<file path="src/rtl/jogo_unidade_controle.sv">
// Control unit (Moore FSM) for the memory-sequence game: sequences play capture, comparison and address stepping.
// Optional play timeout is enabled by defining TIMEOUT_EN; the default build waits for jogada indefinitely.
module jogo_unidade_controle #(
    parameter int TIMEOUT_CICLOS = 10
) (
    input  logic       clock,
    input  logic       reset,
    input  logic       iniciar,
    input  logic       jogada,
    input  logic       fimC,
    input  logic       igual,
    output logic       zeraC,
    output logic       contaC,
    output logic       zeraR,
    output logic       registraR,
    output logic       pronto,
    output logic       acertou,
    output logic       errou,
    output logic       timeout,
    output logic [3:0] db_estado
);

    typedef enum logic [3:0] {
        INICIAL     = 4'h0,
        PREPARACAO  = 4'h1,
        ESPERA      = 4'h3,
        REGISTRA    = 4'h4,
        COMPARACAO  = 4'h5,
        PROXIMO     = 4'h6,
        FIM_ACERTO  = 4'hA,
        FIM_TIMEOUT = 4'hD,
        FIM_ERRO    = 4'hE
    } estado_t;

    estado_t r_estado;
    estado_t w_proximo;
    logic    w_expira;

`ifdef TIMEOUT_EN
    localparam int            CW    = (TIMEOUT_CICLOS > 1) ? $clog2(TIMEOUT_CICLOS) : 1;
    localparam logic [CW-1:0] C_MAX = CW'(TIMEOUT_CICLOS - 1);

    logic [CW-1:0] r_cnt;

    // Cleared in every other state so it is always 0 on entry to espera; saturates instead of wrapping.
    always_ff @(posedge clock) begin
        if (reset || (r_estado != ESPERA)) begin
            r_cnt <= '0;
        end else if (r_cnt != C_MAX) begin
            r_cnt <= r_cnt + 1'b1;
        end
    end

    assign w_expira = (r_estado == ESPERA) && (r_cnt == C_MAX);
`else
    assign w_expira = 1'b0;
`endif

    // NOTE: sequential state uses non-blocking (<=) so every flop samples pre-edge values.
    always_ff @(posedge clock) begin
        if (reset) begin
            r_estado <= INICIAL;
        end else begin
            r_estado <= w_proximo;
        end
    end

    // NOTE: default assigned first so no path leaves w_proximo unassigned (no latch).
    always_comb begin
        w_proximo = INICIAL;
        case (r_estado)
            INICIAL:     w_proximo = iniciar ? PREPARACAO : INICIAL;
            PREPARACAO:  w_proximo = ESPERA;
            ESPERA: begin
                if (jogada) begin
                    w_proximo = REGISTRA;
                end else if (w_expira) begin
                    w_proximo = FIM_TIMEOUT;
                end else begin
                    w_proximo = ESPERA;
                end
            end
            REGISTRA:    w_proximo = COMPARACAO;
            COMPARACAO: begin
                if (!igual) begin
                    w_proximo = FIM_ERRO;
                end else if (fimC) begin
                    w_proximo = FIM_ACERTO;
                end else begin
                    w_proximo = PROXIMO;
                end
            end
            PROXIMO:     w_proximo = ESPERA;
            FIM_ACERTO,
            FIM_TIMEOUT,
            FIM_ERRO:    w_proximo = iniciar ? PREPARACAO : r_estado;
            default:     w_proximo = INICIAL;
        endcase
    end

    always_comb begin
        zeraC     = 1'b0;
        contaC    = 1'b0;
        zeraR     = 1'b0;
        registraR = 1'b0;
        pronto    = 1'b0;
        acertou   = 1'b0;
        errou     = 1'b0;
        timeout   = 1'b0;
        db_estado = 4'hF;
        case (r_estado)
            INICIAL: begin
                zeraC     = 1'b1;
                zeraR     = 1'b1;
                db_estado = 4'h0;
            end
            PREPARACAO: begin
                zeraC     = 1'b1;
                zeraR     = 1'b1;
                db_estado = 4'h1;
            end
            ESPERA:      db_estado = 4'h3;
            REGISTRA: begin
                registraR = 1'b1;
                db_estado = 4'h4;
            end
            COMPARACAO:  db_estado = 4'h5;
            PROXIMO: begin
                contaC    = 1'b1;
                db_estado = 4'h6;
            end
            FIM_ACERTO: begin
                pronto    = 1'b1;
                acertou   = 1'b1;
                db_estado = 4'hA;
            end
            FIM_TIMEOUT: begin
                pronto    = 1'b1;
                errou     = 1'b1;
`ifdef TIMEOUT_EN
                timeout   = 1'b1;
`endif
                db_estado = 4'hD;
            end
            FIM_ERRO: begin
                pronto    = 1'b1;
                errou     = 1'b1;
                db_estado = 4'hE;
            end
            default:     db_estado = 4'hF;
        endcase
    end

endmodule
</file>
<file path="config.mk">
export PLATFORM = sky130hd
export DESIGN_NAME = jogo_unidade_controle
export DESIGN_NICKNAME = d
export VERILOG_FILES = /design/src/rtl/jogo_unidade_controle.sv
export SDC_FILE = /design/constraint.sdc
export NUM_CORES = 1
export LEC_CHECK = 0
export BUFFER_PORTS_ARGS = -buffer_cell sky130_fd_sc_hd__buf_2
export CAP_MARGIN = 0
export CORE_AREA = 2 2 39 41
export CTS_CLUSTER_DIAMETER = 120
export DETAILED_ROUTE_END_ITERATION = 16
export DIE_AREA = 0 0 41 43
export PLACE_DENSITY = 0.56
export SKIP_CTS_REPAIR_TIMING = 1
export SYNTH_ARGS = -nofsm -noshare
export SYNTH_HDL_FRONTEND = slang
export SYNTH_SLANG_ARGS = --single-unit
</file>
<file path="constraint.sdc">
create_clock -name clock -period 1.55 [get_ports clock]
set_input_delay 0.465 -clock clock [delete_from_list [all_inputs] [get_ports clock]]
set_output_delay 0.465 -clock clock [all_outputs]
set_load 0.03 [all_outputs]
</file>
==> metrics <==
status finished with violations; failing checks negative setup slack; area leader, netlist dfxtp_1; Synth Area per Inst 7.62 um2; DRC 0; max frequency 572 MHz; DRT iter0 DRCs 11; static leakage 0.000429 uW; routability cong. 0.798; GR Util met1 0.197; Layout area overhead 101%; routed wire length 1.38 mm; RR Endpoint r_estado[0]$_SDFFE_PP0P_; maximum vdd drop 0.348 mV; hpwl dp 804 um; RR Startpoint r_estado[0]$_SDFFE_PP0P_; Max Cap Viol 0; Tmin final 1.75 ns; Avg WL per Cell 12.9 um; GR met3 Demand/Resource 0.0314; Logic pwr share 0.509; placed cells 95; die area 1760 um2; H-tree levels 1; Primary FF master, synth dfxtp_1; WP buf/inv 2; Critical Path Sink pronto; layout cells sized above 1 0.648; Worst Path Arrival 1.28 ns; Hold Slack 0.436 ns; slowest CP cell dfxtp_4; Die Height 43 um; top post-synthesis cells by count nor2b_1, buf_2, dfxtp_1, nor2_1; global-route wire length before repair 1.77 mm; sequential area share after synthesis 0.184; IO Count 18; top cell type's share of synthesized area 0.184; RSZ-0062 raised after global routing yes; vias in the first global route 439; most common cell in the netlist nor2b_1; Syn Std Cell Area 434 um2; CP Class register to output port; final slew viol count 0; Worst setup startpoint r_estado[1]$_SDFFE_PP0P_; Clock Skews 0.00388 ns; Hold WC Path Type input port to register; Setup Viol. Count Final 11; Starting Density 0.314; Critical Path End Type output port; Post-DRT Antenna Nets 0; pin count of the biggest net entering global routing 13; R2R depth 6; Int Pwr 339 uW; Congestion Overflow GR 0; synth unique cells 31; Skew-Pair Late Insertion Delay 0.24 ns; Nets 99; Rows 14; clock buffer depth 2; clock transition at the registers of the reported paths 0.04 ns; crit start category register; initial antenna violation count 0; core area 1380 um2; CP delay by family, top simple AND/OR/NAND/NOR gates; syn_nets 63; largest registers r_estado: 4 flops; Ys Warns 0; Post-synth ARST share 0; Psw 174 uW; sequential share of power 0.233; Fill cells 121; critical path cell sequence buf_6 -> nand3b_1 -> nor2_4 -> or2_4 -> buf_6; Final WS setup -0.197 ns; EDFF count, synth 0; GRT Overall Usage 0.146; Cells after Synth 57; Most flops, register r_estado; clock sinks 4; Switching Fraction 0.339; M2 GR Usage 0.206; Worst path most repeated cell buf_6; max reg flops 4; Power Dens Cells 589 nW/um2; top post-synthesis cells by area dfxtp_1, nor2b_1, and3b_1; Num CTS Buffers 3; crit-path max cell delay 0.35 ns; via count 562; Root Buffer clkbuf_4; crit path max fanout 5; Clk network pwr share 0.258; Yosys reg bits 4; vias per cell 5.25; final hold vios 0; CP required 1.08 ns; Setup TNS Final -0.972 ns; final cell count without fillers 107; Die X 41 um; most used routing layer met2; cell depth of the worst setup path 5; PnR Total Power 514 uW; register area 95.1 um2; CTS tree built; TritonRoute pass-1 iters 4; area of the multi-input gates 377 um2; n_diodes 0; Final Cycle Share 1.13; r2r setup slk 0.07 ns; number of buffers added on ports 16
-- power groups by stage --
stage                     sequential (uW)  clock (uW)  combinational [uW]
after global placement                120           0                 171
after floorplan                       116           0                 135
after CTS                             119         133                 172
after detailed placement              120           0                 171
final                                 120         132                 261
after global routing                  121         143                 278
-- layout make-up --
class | count | share of cell area
sequential | 4 | 0.109
timing repair buffer | 39 | 0.410
tap | 16 | 0.0230
multi-input combinational | 45 | 0.432
clock buffer | 3 | 0.0258
-- cells by family after synthesis --
| logic type | Yosys count | share of synthesized area |
|---|---|---|
| buf+inv | 8 | 0.141 |
| compound gates | 16 | 0.265 |
| simple gates | 26 | 0.360 |
| other cells | 1 | 0.00864 |
| flops | 4 | 0.184 |
| xor+xnor | 2 | 0.0404 |
-- through the flow --
stage / setup WS (ns) / instance area [um2] / util
after floorplan: -0.177 / 462 / -
after global placement: -0.0345 / 603 / 0.436
after detailed placement: -0.0339 / 603 / 0.436
after CTS: -0.291 / 626 / 0.452
after global routing: -0.229 / 872 / 0.630
final: -0.197 / 872 / 0.630
-- per-layer routing --
metal  vias to the layer above  wire length, um
li1                        273                -
met1                       260              556
met2                        27              738
met3                         2               78
met4                         0                6
met5                         -                0
-- how the worst min path moves through the flow --
stage / depth (start not counted) / start / slack (ns) / to
final: 2 / reset / 0.44 / r_estado[1]$_SDFFE_PP0P_
after floorplan: 1 / reset / 0.53 / r_estado[1]$_SDFFE_PP0P_
after detailed placement: 2 / reset / 0.69 / r_estado[3]$_SDFFE_PP0P_
after global routing: 2 / reset / 0.43 / r_estado[3]$_SDFFE_PP0P_
after CTS: 2 / reset / 0.44 / r_estado[3]$_SDFFE_PP0P_
after global placement: 2 / reset / 0.69 / r_estado[3]$_SDFFE_PP0P_
-- placed cells by master, fill, tap and decap left out, types with 3 or more instances in the layout --
| cell | n |
|---|---|
| buf_6 | 10 |
| buf_2 | 7 |
| nor2b_1 | 4 |
| dfxtp_4 | 4 |
| and3b_1 | 3 |
| buf_4 | 18 |
| clkbuf_4 | 3 |
No activity file was read; power rests on OpenSTA's default activity.
